==> src/rtl/fpu_pkg.sv <==
// Shared encodings for the fpu issue controller: request op codes, FSM states,
// the canonical quiet NaN and the default fpu pipeline latency.
package fpu_pkg;

  typedef enum logic [1:0] {
    OP_ADD = 2'b00,
    OP_MUL = 2'b01,
    OP_SUB = 2'b10,
    OP_ILL = 2'b11
  } op_t;

  typedef enum logic [1:0] {
    ST_IDLE,
    ST_ISSUE,
    ST_WAIT,
    ST_RESP
  } state_t;

  localparam logic [31:0] QNAN        = 32'h7FC0_0000;
  localparam int          FPU_LAT_DEF = 2;

endpackage

==> src/rtl/fpu_op_decode.sv <==
// Combinational request decode: legality, fpu op bit and the operand B actually issued.
// Subtraction is only legal when FPU_SUB_EN is defined; it becomes an add with B negated.
module fpu_op_decode
  import fpu_pkg::*;
(
  input  logic [1:0]  req_op,
  input  logic [31:0] req_b,
  output logic        legal,
  output logic        fpu_op,
  output logic [31:0] fpu_b
);

  always_comb begin
    legal  = 1'b0;
    fpu_op = 1'b0;
    fpu_b  = req_b;
    case (req_op)
      OP_ADD: legal = 1'b1;
      OP_MUL: begin
        legal  = 1'b1;
        fpu_op = 1'b1;
      end
`ifdef FPU_SUB_EN
      // a - b is issued as a + (-b); flipping the sign bit is exact for every encoding
      OP_SUB: begin
        legal = 1'b1;
        fpu_b = {~req_b[31], req_b[30:0]};
      end
`endif
      default: legal = 1'b0;
    endcase
  end

endmodule

==> src/rtl/fpu_issue_ctrl.sv <==
// Front-end sequencer for the fpu core: one op in flight, fixed-latency result capture,
// tagged response. Optional macro FPU_SUB_EN enables op 10 (subtract).
module fpu_issue_ctrl
  import fpu_pkg::*;
#(
  parameter int TAG_W   = 4,
  parameter int FPU_LAT = FPU_LAT_DEF,
  parameter int CNT_W   = 16
) (
  input  logic             i_clk,
  input  logic             i_rst_n,
  input  logic             i_req_valid,
  output logic             o_req_ready,
  input  logic [1:0]       i_req_op,
  input  logic [31:0]      i_req_a,
  input  logic [31:0]      i_req_b,
  input  logic [TAG_W-1:0] i_req_tag,
  output logic [31:0]      o_fpu_data_1,
  output logic [31:0]      o_fpu_data_2,
  output logic             o_fpu_op,
  output logic             o_fpu_valid,
  input  logic [31:0]      i_fpu_data_out,
  input  logic             i_fpu_out_valid,
  output logic             o_rsp_valid,
  input  logic             i_rsp_ready,
  output logic [31:0]      o_rsp_data,
  output logic [TAG_W-1:0] o_rsp_tag,
  output logic             o_rsp_err,
  output logic [CNT_W-1:0] o_op_count
);

  localparam int WCNT_W = (FPU_LAT > 2) ? $clog2(FPU_LAT) : 1;

  state_t            state;
  logic [WCNT_W-1:0] wait_cnt;
  logic              dec_legal;
  logic              dec_fpu_op;
  logic [31:0]       dec_b;

  fpu_op_decode u_decode (
    .req_op (i_req_op),
    .req_b  (i_req_b),
    .legal  (dec_legal),
    .fpu_op (dec_fpu_op),
    .fpu_b  (dec_b)
  );

  // Operands are loaded at accept so they are already stable through ISSUE and WAIT;
  // an illegal op leaves the fpu-side outputs untouched and goes straight to RESP.
  always_ff @(posedge i_clk or negedge i_rst_n) begin
    if (!i_rst_n) begin
      state        <= ST_IDLE;
      wait_cnt     <= '0;
      o_req_ready  <= 1'b1;
      o_fpu_data_1 <= '0;
      o_fpu_data_2 <= '0;
      o_fpu_op     <= 1'b0;
      o_fpu_valid  <= 1'b0;
      o_rsp_valid  <= 1'b0;
      o_rsp_data   <= '0;
      o_rsp_tag    <= '0;
      o_rsp_err    <= 1'b0;
      o_op_count   <= '0;
    end else begin
      case (state)
        ST_IDLE: begin
          if (i_req_valid && o_req_ready) begin
            o_req_ready <= 1'b0;
            o_rsp_tag   <= i_req_tag;
            if (dec_legal) begin
              o_fpu_data_1 <= i_req_a;
              o_fpu_data_2 <= dec_b;
              o_fpu_op     <= dec_fpu_op;
              o_fpu_valid  <= 1'b1;
              state        <= ST_ISSUE;
            end else begin
              o_rsp_data  <= QNAN;
              o_rsp_err   <= 1'b1;
              o_rsp_valid <= 1'b1;
              state       <= ST_RESP;
            end
          end
        end
        ST_ISSUE: begin
          o_fpu_valid <= 1'b0;
          wait_cnt    <= WCNT_W'(FPU_LAT - 1);
          state       <= ST_WAIT;
        end
        // The edge that sees wait_cnt==0 is the FPU_LAT-th edge after the issue edge
        ST_WAIT: begin
          if (wait_cnt == '0) begin
            o_rsp_data  <= i_fpu_data_out;
            o_rsp_err   <= ~i_fpu_out_valid;
            o_rsp_valid <= 1'b1;
            state       <= ST_RESP;
          end else begin
            wait_cnt <= wait_cnt - 1'b1;
          end
        end
        ST_RESP: begin
          if (i_rsp_ready) begin
            o_rsp_valid <= 1'b0;
            o_op_count  <= o_op_count + 1'b1;
            o_req_ready <= 1'b1;
            state       <= ST_IDLE;
          end
        end
        default: state <= ST_IDLE;
      endcase
    end
  end

endmodule
==> config.mk <==
export PLATFORM = sky130hd
export DESIGN_NAME = fpu_issue_ctrl
export DESIGN_NICKNAME = d
export VERILOG_FILES = /design/src/rtl/fpu_pkg.sv /design/src/rtl/fpu_op_decode.sv /design/src/rtl/fpu_issue_ctrl.sv
export SDC_FILE = /design/constraint.sdc
export NUM_CORES = 1
export LEC_CHECK = 0
export ABC_AREA = 1
export BUFFER_PORTS_ARGS = -buffer_cell sky130_fd_sc_hd__buf_2
export CAP_MARGIN = 20
export CORE_MARGIN = 2
export CORE_UTILIZATION = 48
export CTS_CLUSTER_DIAMETER = 30
export CTS_CLUSTER_SIZE = 40
export DETAILED_ROUTE_END_ITERATION = 8
export PLACE_DENSITY = 0.81
export SLEW_MARGIN = 40
export SYNTH_ARGS = -nofsm -noshare
export SYNTH_HDL_FRONTEND = slang
export SYNTH_SLANG_ARGS = --single-unit
export TNS_END_PERCENT = 20
==> constraint.sdc <==
create_clock -name i_clk -period 2.08 [get_ports i_clk]
set_input_delay 0.208 -clock i_clk [delete_from_list [all_inputs] [get_ports i_clk]]
set_output_delay 0.208 -clock i_clk [all_outputs]
set_load 0.01 [all_outputs]
==> results.py <==
metrics = {
    "outcome": {
        "status": "finished clean",
    },
    "pwr": {
        "leakagePower_uw": 0.004610,
        "peakVddDrop_mv": 0.7784,
        "power.density_nw_per_um2": 708.7,
    },
    "sta": {
        "worst_pin_slew_ns": 0.6553,
        "setup_tns_ns": 0,
        "drv_slew": 0,
        "max-slew-margin-rel_pct": 56.31,
        "hold_violations": 0,
        "setup_violations": 0,
        "fin_crit_sh_pct": 88.98,
        "finalCriticalPeriod_ns": 1.851,
        "skew_ns": 0.006538,
        "rsz0062_at_grt": "false",
        "fmax_ghz": 0.5403,
    },
    "setup_path": {
        "critical_path_arrival_ns": 2.26,
        "critPathMaxFanout": 28,
        "startpoint_type": "flip-flop",
        "cp-end-kind": "flip-flop",
        "required_ns": 2.49,
        "crit_type": "reg2reg",
    },
    "floorplan": {
        "core_area_um2": 10790,
        "die-height_um": 109.0,
        "die_x_um": 109.0,
        "dieArea_um2": 11870,
        "io_pins": 228,
        "rows": 38,
        "start_util_pct": 48.99,
    },
    "clocking": {
        "cts_sinks": 124,
        "h-tree-depth": 4,
        "clk_latency_ns": 0.53,
        "cts-root-buf": "clkbuf_8",
        "post-cts-setup-buffers": 0,
        "cts_max_path_buffers": 2,
        "cts_tree": "built",
        "tritoncts.num_buffers": 17,
        "clkTransAtPathRegs_ns": 0.06,
    },
    "global_routing": {
        "gr-total-overflow": 0,
        "antenna_found_initial": 1,
        "grt_pass1_vias": 4838,
        "track_usage_pct": 26.86,
        "grt_pass1_wl_mm": 23.79,
        "grt_max_degree": 125,
    },
    "logic_synthesis": {
        "syn_area_um2": 5288,
        "syn_nets": 553,
        "yosysWarnings": 0,
        "synth_cells": 440,
        "syn_avg_cell_area_um2": 12.02,
        "synth-seq-area-share_pct": 58.71,
        "yosysUniqueCellTypes": 28,
        "ys_ff_latch": 124,
    },
    "route": {
        "ant_nets": 0,
        "drt-total-wl_mm": 15.69,
        "routedWlPerCell_um": 16.83,
        "drt_pass1_iterations": 7,
        "drc": 0,
        "via_per_inst": 4.961,
        "detailroute.via_count": 4624,
        "drtIter0Drc": 270,
    },
    "placed_design": {
        "port_buffers": 227,
        "place.gp.congestion": 0.8209,
        "place_hpwl_mm": 9.118,
    },
    "hold_path": {
        "hold_path.class": "in2reg",
    },
    "layout": {
        "area_delta_synth_final_pct": 55.51,
        "postLayoutCoreUtil_pct": 76.19,
        "drive_gt1_share_pct": 43.49,
        "fin_nets": 891,
        "final_common_cell": "buf_2",
        "mostFrequentLayoutCells": "226 x buf_2, 123 x dfrtp_1, 103 x dlygate4sd3_1, 97 x nand2_1, 50 x mux2_4",
        "fillers": 644,
    },
    "flow_run": {
        "drv_cap": 0,
    },
}
[synth_stat cells, drive strengths merged]
library cell / count / area [µm²]
ha: 6 / 75.07
dfrtp: 123 / 3078
xor2: 7 / 61.31
nor3: 2 / 10.01
a21oi: 2 / 10.01
o21ai: 39 / 198.9
o21bai: 1 / 7.510
nand4: 2 / 12.51
nand2: 100 / 377.9
xnor2: 4 / 35.03
or2: 1 / 6.260
nor3b: 1 / 7.510
inv: 24 / 90.09
mux2: 69 / 964.7
nand3: 10 / 50.05
dfstp: 1 / 26.28
nor2: 31 / 123.9
buf: 14 / 140.1
clkbuf: 3 / 12.51
[through the flow]
step | area, µm² | std cells | hold WS (ns) | worst slack (ns) | power [µW]
floorplan | 5288 | 440 | -0.08759 | 0.5014 | 2464
CTS | 8220 | 931 | 0.03331 | 0.2276 | 5859
global placement | 6566 | 796 | 0.3543 | 0.3483 | 2614
global route | 8223 | 932 | 0.07704 | 0.1296 | 5998
detailed placement | 6566 | 796 | 0.3593 | 0.2235 | 2620
finish | 8223 | 932 | 0.06041 | 0.2293 | 5828
[worst max-delay path, stage by stage, from the launching register on]
cell and delay, ns:
dfrtp_1 0.40, inv_1 0.11, ha_1 0.25, inv_2 0.08, nor2_4 0.04, nand2_4 0.19
buf_12 0.27, mux2_2 0.37
[where the power goes]
group / leakage (µW) / switching (µW) / total, µW / internal [µW]
registers: 0.00170 / 0 / 2410 / 2410
clock network: 0.000293 / 1110 / 3090 / 1980
logic: 0.00261 / 119 / 324 / 205
[flip-flops by register name (all words and copies together), names as in the netlist]
signal        flops
o_fpu_data_1     32
o_fpu_data_2     32
o_fpu_op          1
o_fpu_valid       1
o_op_count       16
o_req_ready       1
o_rsp_data       32
o_rsp_err         1
o_rsp_tag         4
o_rsp_valid       1
state             2
wait_cnt          1
[worst paths after layout]
kind                              from                to  slack (ns)  cells after the start
max                           state[0]  o_fpu_data_1[27]        0.23                      7
min                        i_req_op[1]       o_fpu_valid        0.06                      4
max reg2reg                   state[0]  o_fpu_data_1[27]        0.23                      7
min reg2reg                  o_rsp_err         o_rsp_err        0.47                      2
max in group asynchronous      i_rst_n    o_op_count[10]        1.27                      3
min in group asynchronous      i_rst_n  o_fpu_data_1[20]        0.31                      3
[area by class of cell]
class,count,area (µm²),area share [%]
diodes,1,2.502,0.03043
well taps,140,175.2,2.130
inverters,24,90.09,1.096
clock buffers,18,427.9,5.204
multi-input cells,275,1951,23.72
clock inverters,14,195.2,2.374
repair buffers,336,2277,27.69
flip-flops and latches,124,3104,37.75
[layer usage]
metal,up-vias,track usage [%],routed length (µm)
met5,-,0,0
met4,0,15.93,713
met3,64,8.548,1207
met2,238,46.89,8188
met1,2211,28.21,5581
li1,2111,-,-
[what timing repair did]
action	in CTS	in global routing
resized for setup	0	0
endpoints found under the hold margin	225	0
hold buffers	103	0
[logic make-up after synthesis]
logic type	Yosys count	synth area share (%)
and+or+nand+nor	147	11.12
DFF	124	58.71
xor gates and xnor gates	11	1.822
adders and majority gates	6	1.420
buffers and inverters	41	4.591
muxes	69	18.24
AOI/OAI and AO/OA	42	4.094
Power figures use the tool's default switching activity.
